## src/rtl/mem_scan_led.sv

```systemverilog
// Sequential memory scanner: reads an address window over a req/ack bus and
// shows the low byte of each word on the LEDs for a fixed dwell time.
`timescale 1ns/1ps
module mem_scan_led #(
  parameter int                    ADDR_WIDTH    = 64,
  parameter int                    DATA_WIDTH    = 64,
  parameter logic [ADDR_WIDTH-1:0] START_ADDR    = ADDR_WIDTH'(0),
  parameter logic [ADDR_WIDTH-1:0] END_ADDR      = ADDR_WIDTH'(255),
  parameter int                    HOLD_CYCLES   = 30000,
  parameter int                    HOLD_WIDTH    = 20,
  parameter int                    TIMEOUT       = 1023,
  parameter int                    TIMEOUT_WIDTH = 10
) (
  input  logic                  clk_i,
  input  logic                  rst_i,
  input  logic                  start_i,
  output logic [ADDR_WIDTH-1:0] bus_addr_o,
  output logic                  bus_req_o,
  input  logic                  bus_ack_i,
  input  logic [DATA_WIDTH-1:0] bus_rdata_i,
  input  logic                  bus_exception_i,
  output logic [7:0]            leds_o,
  output logic                  busy_o,
  output logic                  done_o,
  output logic                  error_o
);

  typedef enum logic [2:0] {IDLE, REQ, HOLD, DONE, ERR} state_t;

  state_t                   state_q, state_d;
  logic [ADDR_WIDTH-1:0]    addr_q, addr_d;
  logic                     req_q, req_d;
  logic [7:0]               leds_q, leds_d;
  logic                     busy_q, busy_d;
  logic                     done_q, done_d;
  logic                     error_q, error_d;
  logic [HOLD_WIDTH-1:0]    holdCnt_q, holdCnt_d;
  logic [TIMEOUT_WIDTH-1:0] timeoutCnt_q, timeoutCnt_d;

  // Only the low byte is displayed; the rest of the word is deliberately dropped.
  logic [DATA_WIDTH-9:0] unusedRdata;
  assign unusedRdata = bus_rdata_i[DATA_WIDTH-1:8];

  always_ff @(posedge clk_i) begin
    if (rst_i) begin
      state_q      <= IDLE;
      addr_q       <= START_ADDR;
      req_q        <= 1'b0;
      leds_q       <= 8'h00;
      busy_q       <= 1'b0;
      done_q       <= 1'b0;
      error_q      <= 1'b0;
      holdCnt_q    <= '0;
      timeoutCnt_q <= '0;
    end else begin
      state_q      <= state_d;
      addr_q       <= addr_d;
      req_q        <= req_d;
      leds_q       <= leds_d;
      busy_q       <= busy_d;
      done_q       <= done_d;
      error_q      <= error_d;
      holdCnt_q    <= holdCnt_d;
      timeoutCnt_q <= timeoutCnt_d;
    end
  end

  always_comb begin
    state_d      = state_q;
    addr_d       = addr_q;
    req_d        = req_q;
    leds_d       = leds_q;
    busy_d       = busy_q;
    done_d       = done_q;
    error_d      = error_q;
    holdCnt_d    = holdCnt_q;
    timeoutCnt_d = timeoutCnt_q;
    unique case (state_q)
      IDLE, DONE, ERR: begin
        if (start_i) begin
          state_d      = REQ;
          addr_d       = START_ADDR;
          req_d        = 1'b1;
          busy_d       = 1'b1;
          done_d       = 1'b0;
          error_d      = 1'b0;
          timeoutCnt_d = '0;
        end
      end
      REQ: begin
        if (bus_ack_i) begin
          req_d = 1'b0;
          if (bus_exception_i) begin
            busy_d  = 1'b0;
            error_d = 1'b1;
            state_d = ERR;
          end else begin
            leds_d    = bus_rdata_i[7:0];
            holdCnt_d = '0;
            state_d   = HOLD;
          end
        end else if (timeoutCnt_q == TIMEOUT_WIDTH'(TIMEOUT)) begin
          req_d   = 1'b0;
          busy_d  = 1'b0;
          error_d = 1'b1;
          state_d = ERR;
        end else begin
          timeoutCnt_d = timeoutCnt_q + TIMEOUT_WIDTH'(1);
        end
      end
      HOLD: begin
        // Equality-only termination lets a window with END below START wrap through zero.
        if (holdCnt_q == HOLD_WIDTH'(HOLD_CYCLES - 1)) begin
          if (addr_q == END_ADDR) begin
            busy_d  = 1'b0;
            done_d  = 1'b1;
            state_d = DONE;
          end else begin
            addr_d       = addr_q + ADDR_WIDTH'(1);
            req_d        = 1'b1;
            timeoutCnt_d = '0;
            state_d      = REQ;
          end
        end else begin
          holdCnt_d = holdCnt_q + HOLD_WIDTH'(1);
        end
      end
      default: state_d = IDLE;
    endcase
  end

  assign bus_addr_o = addr_q;
  assign bus_req_o  = req_q;
  assign leds_o     = leds_q;
  assign busy_o     = busy_q;
  assign done_o     = done_q;
  assign error_o    = error_q;

endmodule

```

## config.mk

```make
export PLATFORM = sky130hd
export DESIGN_NAME = mem_scan_led
export DESIGN_NICKNAME = d
export VERILOG_FILES = /design/src/rtl/mem_scan_led.sv
export SDC_FILE = /design/constraint.sdc
export NUM_CORES = 1
export LEC_CHECK = 0
export CAP_MARGIN = 10
export CORE_AREA = 2 2 97 169
export DETAILED_ROUTE_END_ITERATION = 6
export DIE_AREA = 0 0 99 171
export PLACE_DENSITY_LB_ADDON = 0.3
export SLEW_MARGIN = 5
export SYNTH_ARGS = -nofsm -noshare
export SYNTH_HDL_FRONTEND = slang
export SYNTH_SLANG_ARGS = --single-unit
```

## constraint.sdc

```tcl
create_clock -name clk_i -period 3.4 [get_ports clk_i]
set_input_delay 0.68 -clock clk_i [delete_from_list [all_inputs] [get_ports clk_i]]
set_output_delay 0.68 -clock clk_i [all_outputs]
set_load 0.03 [all_outputs]
```

==> results of run 1 <==
## stage by stage
stage / cells / instance area [µm²]
finish: 991 / 7200
floorplan: 724 / 5800
global route: 991 / 7200
global placement: 975 / 6910
CTS: 991 / 7200
detailed placement: 975 / 6910
## metal layers
metal	GRT usage, %	up-vias
met5	0	-
met4	10.3	0
li1	-	2917
met2	38.8	153
met3	3.10	42
met1	25.1	2884
## synthesized netlist by cell type, drive strengths merged, types with 4 or more instances
cell     count  area [µm²]
o21a         5        37.5
dfxtp      109        2180
and3        21         131
a21oi       61         305
buf         12        55.1
o21ai       31         155
inv         12        45.0
or3         16         100
and4        11        96.3
nand3       30         155
nor2        53         199
a31oi       21         138
a31o         4        35.0
clkbuf      36         138
and2         7        43.8
o211ai       5        37.5
nor4        24         180
nand2b       7        43.8
or4         11        86.3
o2111ai     14         123
xnor2        4        35.0
o31ai        8        60.1
nand4       25         171
a41oi        8        70.1
nor2b        5        31.3
nand2       80         300
xor2        17         149
nor3        19        95.1
a211oi       9        72.6
a311oi      29         254
## registers in the layout (all words and copies together) (netlist names)
| register | cells |
|---|---|
| leds_o | 8 |
| bus_addr_o | 64 |
| bus_req_o | 1 |
| state_q | 3 |
| busy_o | 1 |
| error_o | 1 |
| done_o | 1 |
| holdCnt_q | 20 |
| timeoutCnt_q | 10 |
## critical path, cell delays in order (launching register included)
cell,delay [ps]
dfxtp_1,590
nand4_4,200
nor4_4,570
nand4_1,370
a211o_1,510
or4_1,440
a21oi_1,140
## power by group through the flow
| stage | Sequential, µW | Clock [µW] | Combinational [µW] |
|---|---|---|---|
| floorplan | 1340 | 0 | 168 |
| global placement | 1330 | 0 | 271 |
| detailed placement | 1340 | 0 | 271 |
| CTS | 1310 | 1080 | 272 |
| global route | 1310 | 1120 | 298 |
| finish | 1310 | 1050 | 272 |
## cells by family after synthesis
family                     after synthesis
and+or+nand+nor                        320
AOI/OAI and AO/OA                      208
DFF                                    109
buffers and inverters                   60
xor gates and xnor gates                21
muxes                                    3
adders and majority gates                3
## cell type report
cell class / count / area, µm² / share of cell area (%)
clock buffer: 9 / 225 / 3.13
clock inverter: 7 / 65.1 / 0.903
inverter: 12 / 45.0 / 0.625
multi-input combinational: 555 / 3410 / 47.3
sequential: 109 / 2180 / 30.3
tap: 189 / 236 / 3.28
timing repair buffer: 110 / 1040 / 14.5
## worst paths after layout
path | endpoint | cells after the start
max reg2reg | bus_addr_o[54] | 6
min reg2reg | leds_o[1] | 2
min | leds_o[1] | 2
max | bus_addr_o[54] | 6
==> run summary, run 1 <==
The H-tree depth came out at 3. The tightest min-delay check is of the reg -> reg type. The post-route met1 wirelength came out at 7420 µm.

The sequential group share of total power came out at 49.6%. In this run the worst setup path begins at bus_addr_o[10]. The average cell area after synthesis came out at 8.01 µm². Port buffering added 88 buffers. The clock sink total is 109. Compared with the post-synthesis result, the final layout area differs by 24.2%. The fraction of layout instances using a drive strength above 1 came out at 7.36%. The number of antenna diodes in the final layout is 0. The length of the first detailed-routing pass in iterations came out at 5.

In the synthesized netlist the dominant register cell turns out to be dfxtp_1. The final clock period utilization by the worst path is 84.9%. Across all register-to-register paths, the minimum setup slack is 510 ps.

The async set or reset register ratio after synthesis is 0%. The row count is 61. The die area came out at 16,900 µm². The clock-pin slew of the registers on the worst-case setup and hold paths is 80 ps. The maximum number of pins on one net before global-route repair came out at 39.

The count of final hold-check violations was 0. The per-cell via count in the routed design is 6.05. After layout, the worst setup slack is 512 ps. Post-CTS repair changed the size of 0 cells. The mux contribution to synthesized area is 0.518%. The top routing layer in use is met4. Counting along the longest clock path gives a buffer depth of 2.

The number of global-route vias before repair is 5,700. The met2 wire length came out at 9730 µm. The critical register-to-register path startpoint is bus_addr_o[10]. The count of final setup violators is 0.

The number of synthesized register bits is 109. Synthesis produced 724 cells. The final number of max-transition violations is 0. The remaining global-route overflow came out at 0. The net switching share of the total power is 28.0%.

Wire segments on met3 add up to 706 µm in the final route. The clock skew is 10.9 ps. The routed length per placed instance came out at 18.7 µm. Setup repair after global routing left no endpoint under its margin. The design internal power is 1890 µW. The flow ran to the end, and the final reports show no timing, DRC or antenna violations. The share of the synthesized area in compound gates (AO/OA/AOI/OAI) came out at 24.1%. The pre-CTS worst setup slack is 550 ps. The xor and xnor area share after synthesis came out at 3.17%. The yosys synthesis warning count came out at 0. Power spread over the standard cell area amounts to 365 nW/µm². Summed over all nets, the half-perimeter wirelength after detailed placement is 13,100 µm. The total number of nets in the final design is 869. The initial utilization of the core area, before any placement, comes to 37.0%. The final antenna-violating net count came out at 0. The clock network is responsible for 40.1% of the overall power.

TritonCTS built the clock tree. The endpoint class of the critical path is a flip-flop. The critical path in this run is classified as reg -> reg. The final design utilization is 46.0%. In this run the horizontal extent of the chip is 99 µm. In this run the most critical hold path is launched from leds_o[1]. The peak supply drop is 0.000216 V.

After synthesis, the largest family of logic cells by area is simple AND/OR/NAND/NOR gates. The number of hold buffers added after CTS was 0. The final total power is 2630 µW. The part of the total power dissipated in combinational logic came out at 10.4%. Adding up every negative setup slack in the final design gives 0 ps. The total routing resource utilization after global routing is 21.7%. Leaving out fill and tap cells, the most frequent cell in the layout is dfxtp_1.

The total via count in the routed design is 5,996. Data on the critical path is required at its endpoint by 3690 ps. The transition time at the pin with the least slew margin is 787 ps.

The tightest slew margin relative to the limit came out at 47.0%. The number of antenna violations at the first check in global routing is 0. The TritonCTS buffer count came out at 9. The fraction of the mapped netlist area in simple logic gates is 29.8%.

The worst setup path is launched from a flip-flop. The y dimension of the die is 171 µm. The total area inside the core boundary comes to 15,600 µm². The insertion delay to the later sink of the worst-skew pair is 350 ps. The total routed wirelength is 18,500 µm. The maximum fanout encountered on the critical timing path came out at 12.

The smallest clock period supported by the final layout is computed as 2890 ps. The tool flagged a number of max-cap violations equal to 0. In this run, synthesis inferred 0 flip-flops with an integrated enable. The number of post-CTS setup repair buffers came out at 0. The congestion estimate from routability-driven global placement came to 0.853. When the netlist entered floorplanning its net count stood at 796. The number of filler instances in the final layout is 1,545.

The post-synthesis cell type count came out at 57. The DRC violations left is 0. The switching power of the nets is 738 µW.

The top cell types in the final layout, fill and taps aside, are 109 x dfxtp_1, 87 x clkdlybuf4s50_1, 80 x nand2_1. The tree is rooted in a clkbuf_16. The final-layout worst hold slack came out at 460 ps. The highest clock rate came out at 346 MHz.

The data arrival time at the worst-slack endpoint came out at 3180 ps. The leakage dissipation is 0.00222 µW. The global-route wire length before repair came out at 30,000 µm.

The netlist area before placement came out at 5800 µm². Of the synthesized area, sequential elements account for 37.6%. The adder and majority cell fraction of the synthesized area is 0.648%.

The number of primary I/O pins came out at 145. The starting DRC count in detailed routing came out at 352.
No activity file was read; power rests on OpenSTA's default activity.
==> run 2: changes to the inputs <==
==> constraint.sdc (replaced) <==
create_clock -name clk_i -period 2.9 [get_ports clk_i]
set_input_delay 0.58 -clock clk_i [delete_from_list [all_inputs] [get_ports clk_i]]
set_output_delay 0.58 -clock clk_i [all_outputs]
set_load 0.03 [all_outputs]
==> run summary, run 2 (synthesis results as in run 1) <==
The maximum number of pins on one net before global-route repair is 41 (+5.1%). The number of flip-flops under the largest register name came out at 64 (unchanged). The remaining global-route overflow came to 0 (unchanged). The leakage dissipation was 0.00240 µW (+8.0%). The final clock period utilization by the worst path is 95.9% (+11 points). Leaving out fill and tap cells, the most frequent cell in the layout is dfxtp_1.

The post-cts hold buffer count is 0 (unchanged). The net switching share of the total power is 28.3% (+0.27 points). The setup path with the least slack is of type reg -> reg.

The clock share of power is 39.9% (-0.2 points). The length of the first detailed-routing pass in iterations came out at 4 (-1). The global-route met1 utilization came out at 25.3% (+0.21 points). The clock tree from TritonCTS is yes.

The cell depth of the worst flop-to-flop path is 6 (unchanged). The highest clock rate is 359 MHz (+3.8%). The starting DRC count in detailed routing is 383 (+8.8%). The total routing resource utilization after global routing is 22.4% (+0.73 points). The total via count in the routed design is 6,215 (+3.7%). The clock sink total is 109 (unchanged). The global-route wire length before repair is 30,600 µm (+2.1%). The maximum number of buffers from clock root to sink was 2 (unchanged). The count of final hold-check violations came out at 0 (unchanged). The number of I/O port buffers came out at 88 (unchanged). The total area of sequential cells came out at 2180 µm² (unchanged).

The power density over the cells came out at 416 nW/µm² (+14%). The peak supply drop came out at 0.000282 V (+31%). The number of filler instances in the final layout came to 1,551 (+0.39%).

The layer carrying the most global-route usage is met2. The worst register-to-register path begins at holdCnt_q[15]. The per-cell via count in the routed design came out at 6.06 (+0.21%).

The core footprint was 15,600 µm² (unchanged). The number of antenna violations at the first check in global routing is 0 (unchanged). The clock-pin slew of the registers on the worst-case setup and hold paths came out at 80 ps (about the same). The number of antenna cells inserted was 0 (unchanged). Setup repair after global routing left no endpoint under its margin. The die width came out at 99 µm (unchanged).

The most critical setup path has its endpoint at bus_addr_o[12]. The total routed wirelength is 19,200 µm (+4.0%). The count of final setup violators came out at 0 (unchanged). The insertion delay to the later sink of the worst-skew pair came out at 350 ps (about the same). The weighted congestion at the end of routability-driven global placement is 0.874 (+2.5%). The number of global-route vias before repair was 5,871 (+3.0%). The half-perimeter wire length after detailed placement was 13,700 µm (+4.2%). The number of instances in the placed design was 1,004 (+3.0%). The y dimension of the die is 171 µm (unchanged). The H-tree depth is 3 (unchanged). The first element of the critical path is holdCnt_q[15]. The transition time at the pin with the least slew margin is 1090 ps (+305 ps). The required time of the critical path is 3090 ps (-600 ps). The data arrival time at the worst-slack endpoint came to 2970 ps (-210 ps). The final total power is 3110 µW (+18%). The switching power of the nets is 880 µW (+19%). The DRC violations left is 0 (unchanged). The met2 usage is 40.2% (+1.4 points). The maximum fanout encountered on the critical timing path was 19 (+7). The routed length per placed instance came out at 18.8 µm (+0.54%). The fraction of layout instances using a drive strength above 1 was 11.4% (+4.0 points). The number of maximum-capacitance constraint violations came out at 0 (unchanged).

The final non-filler cell total was 1,025 (+3.4%). The clock skew came to 6.36 ps (-4.50 ps). The cell chosen for the clock root is clkbuf_16. The growth of design area from synthesis to finish is 29.1%. The part of the total power dissipated in combinational logic came out at 10.9% (+0.5 points). The shortest clock period the worst path allows after layout came out at 2780 ps (-106 ps). The TritonCTS buffer count came out at 9 (unchanged). The tightest slew margin relative to the limit came to 27.2% (-20 points). In the layout the commonest cells are 109 x dfxtp_1, 87 x clkdlybuf4s50_1, 80 x nand2_1.

The initial core utilization came to 37.0% (unchanged). The final antenna-violating net count was 0 (unchanged). The multi-input logic area came to 3430 µm² (+0.62%).

The met3 demand-to-capacity share in global routing is 3.35% (+0.25 points). STA classifies the critical path endpoint as a flip-flop. The total number of nets in the final design is 903 (+3.9%).

The accumulated negative setup slack is 0 ps (unchanged). The number of primary I/O pins came to 145 (unchanged). The design internal power came out at 2230 µW (+18%).

The tightest min-delay check is of the reg -> reg type. The flow ran to the end, and the final reports show no timing, DRC or antenna violations. The endpoint of the lowest-slack register-to-register path is bus_addr_o[12].

The worst setup slack for register-to-register paths is 120 ps (-390 ps). STA classifies the critical path startpoint as a flip-flop. The sequential group share of total power came out at 49.2% (-0.4 points).

The row count came out at 61 (unchanged). The final number of max-transition violations is 0 (unchanged). The die area is 16,900 µm² (unchanged).
==> run 2: changes by cell type in the layout (fill, tap and decap cells not counted), sizes merged <==
cell / delta
buf: +33
a21oi: +1
==> run 2: worst min-delay path by stage <==
stage                     from              end  slack (ps)  depth (start not counted)
2_1_floorplan  timeoutCnt_q[6]  timeoutCnt_q[6]         450                          1
3_3_place_gp         leds_o[2]        leds_o[2]         440                          2
5_1_grt              leds_o[2]        leds_o[2]         480                          2
6_report             leds_o[6]        leds_o[6]         460                          2
4_1_cts              leds_o[6]        leds_o[6]         460                          2
3_5_place_dp         leds_o[6]        leds_o[6]         450                          2
==> run 2: power by group through the flow <==
stage	registers, µW	clock network [µW]	logic [µW]
2_1_floorplan	1570	0	196
3_3_place_gp	1560	0	328
3_5_place_dp	1560	0	329
4_1_cts	1530	1260	337
5_1_grt	1530	1320	370
6_report	1530	1240	340
==> run 2: layout make-up <==
cell class,instances,area share (%)
timing repair buffer,143,17.4
inverter,12,0.602
tap,189,3.16
multi-input combinational,556,45.8
clock buffer,9,3.01
clock inverter,7,0.869
sequential,109,29.2
==> run 2: through the flow <==
stage / hold slack (ps) / cell area (µm²) / util [%] / worst slack [ps]
final: 456 / 7480 / 47.8 / 118
after global placement: 442 / 7140 / 45.6 / -62.9
after CTS: 457 / 7440 / 47.6 / 66.1
after floorplan: 448 / 5800 / - / 212
after global routing: 476 / 7480 / 47.8 / 9.76
after detailed placement: 446 / 7140 / 45.6 / -107
==> run 2: critical path, cell delays in order (launching register included) <==
cell and delay, ps:
dfxtp_1 340, or4_1 600, nor4_4 300, buf_4 180, a31oi_4 140, a21oi_2 850
a311oi_1 200
==> run 2: what timing repair did <==
item / CTS / global route
buffers inserted: 0 / 4
endpoints found under the setup margin: 3 / 9
cloned: 1 / 0
pin swaps: 0 / 1
gates resized for setup: 0 / 3
==> run 2: per-layer routing <==
metal / up-vias / wire (µm)
li1: 2984 / -
met1: 2995 / 7370
met2: 183 / 10200
met3: 53 / 840
met4: 0 / 860
met5: - / 0
==> run 3: changes to the inputs <==
--- a/config.mk
+++ b/config.mk
@@ -5,7 +5,7 @@
 export SDC_FILE = /design/constraint.sdc
 export NUM_CORES = 1
 export LEC_CHECK = 0
-export CAP_MARGIN = 10
+export CAP_MARGIN = 20
 export CORE_AREA = 2 2 97 169
 export DETAILED_ROUTE_END_ITERATION = 6
 export DIE_AREA = 0 0 99 171
==> results of run 3 <==
Final layout, timing and power as in run 2 (identical DEF).
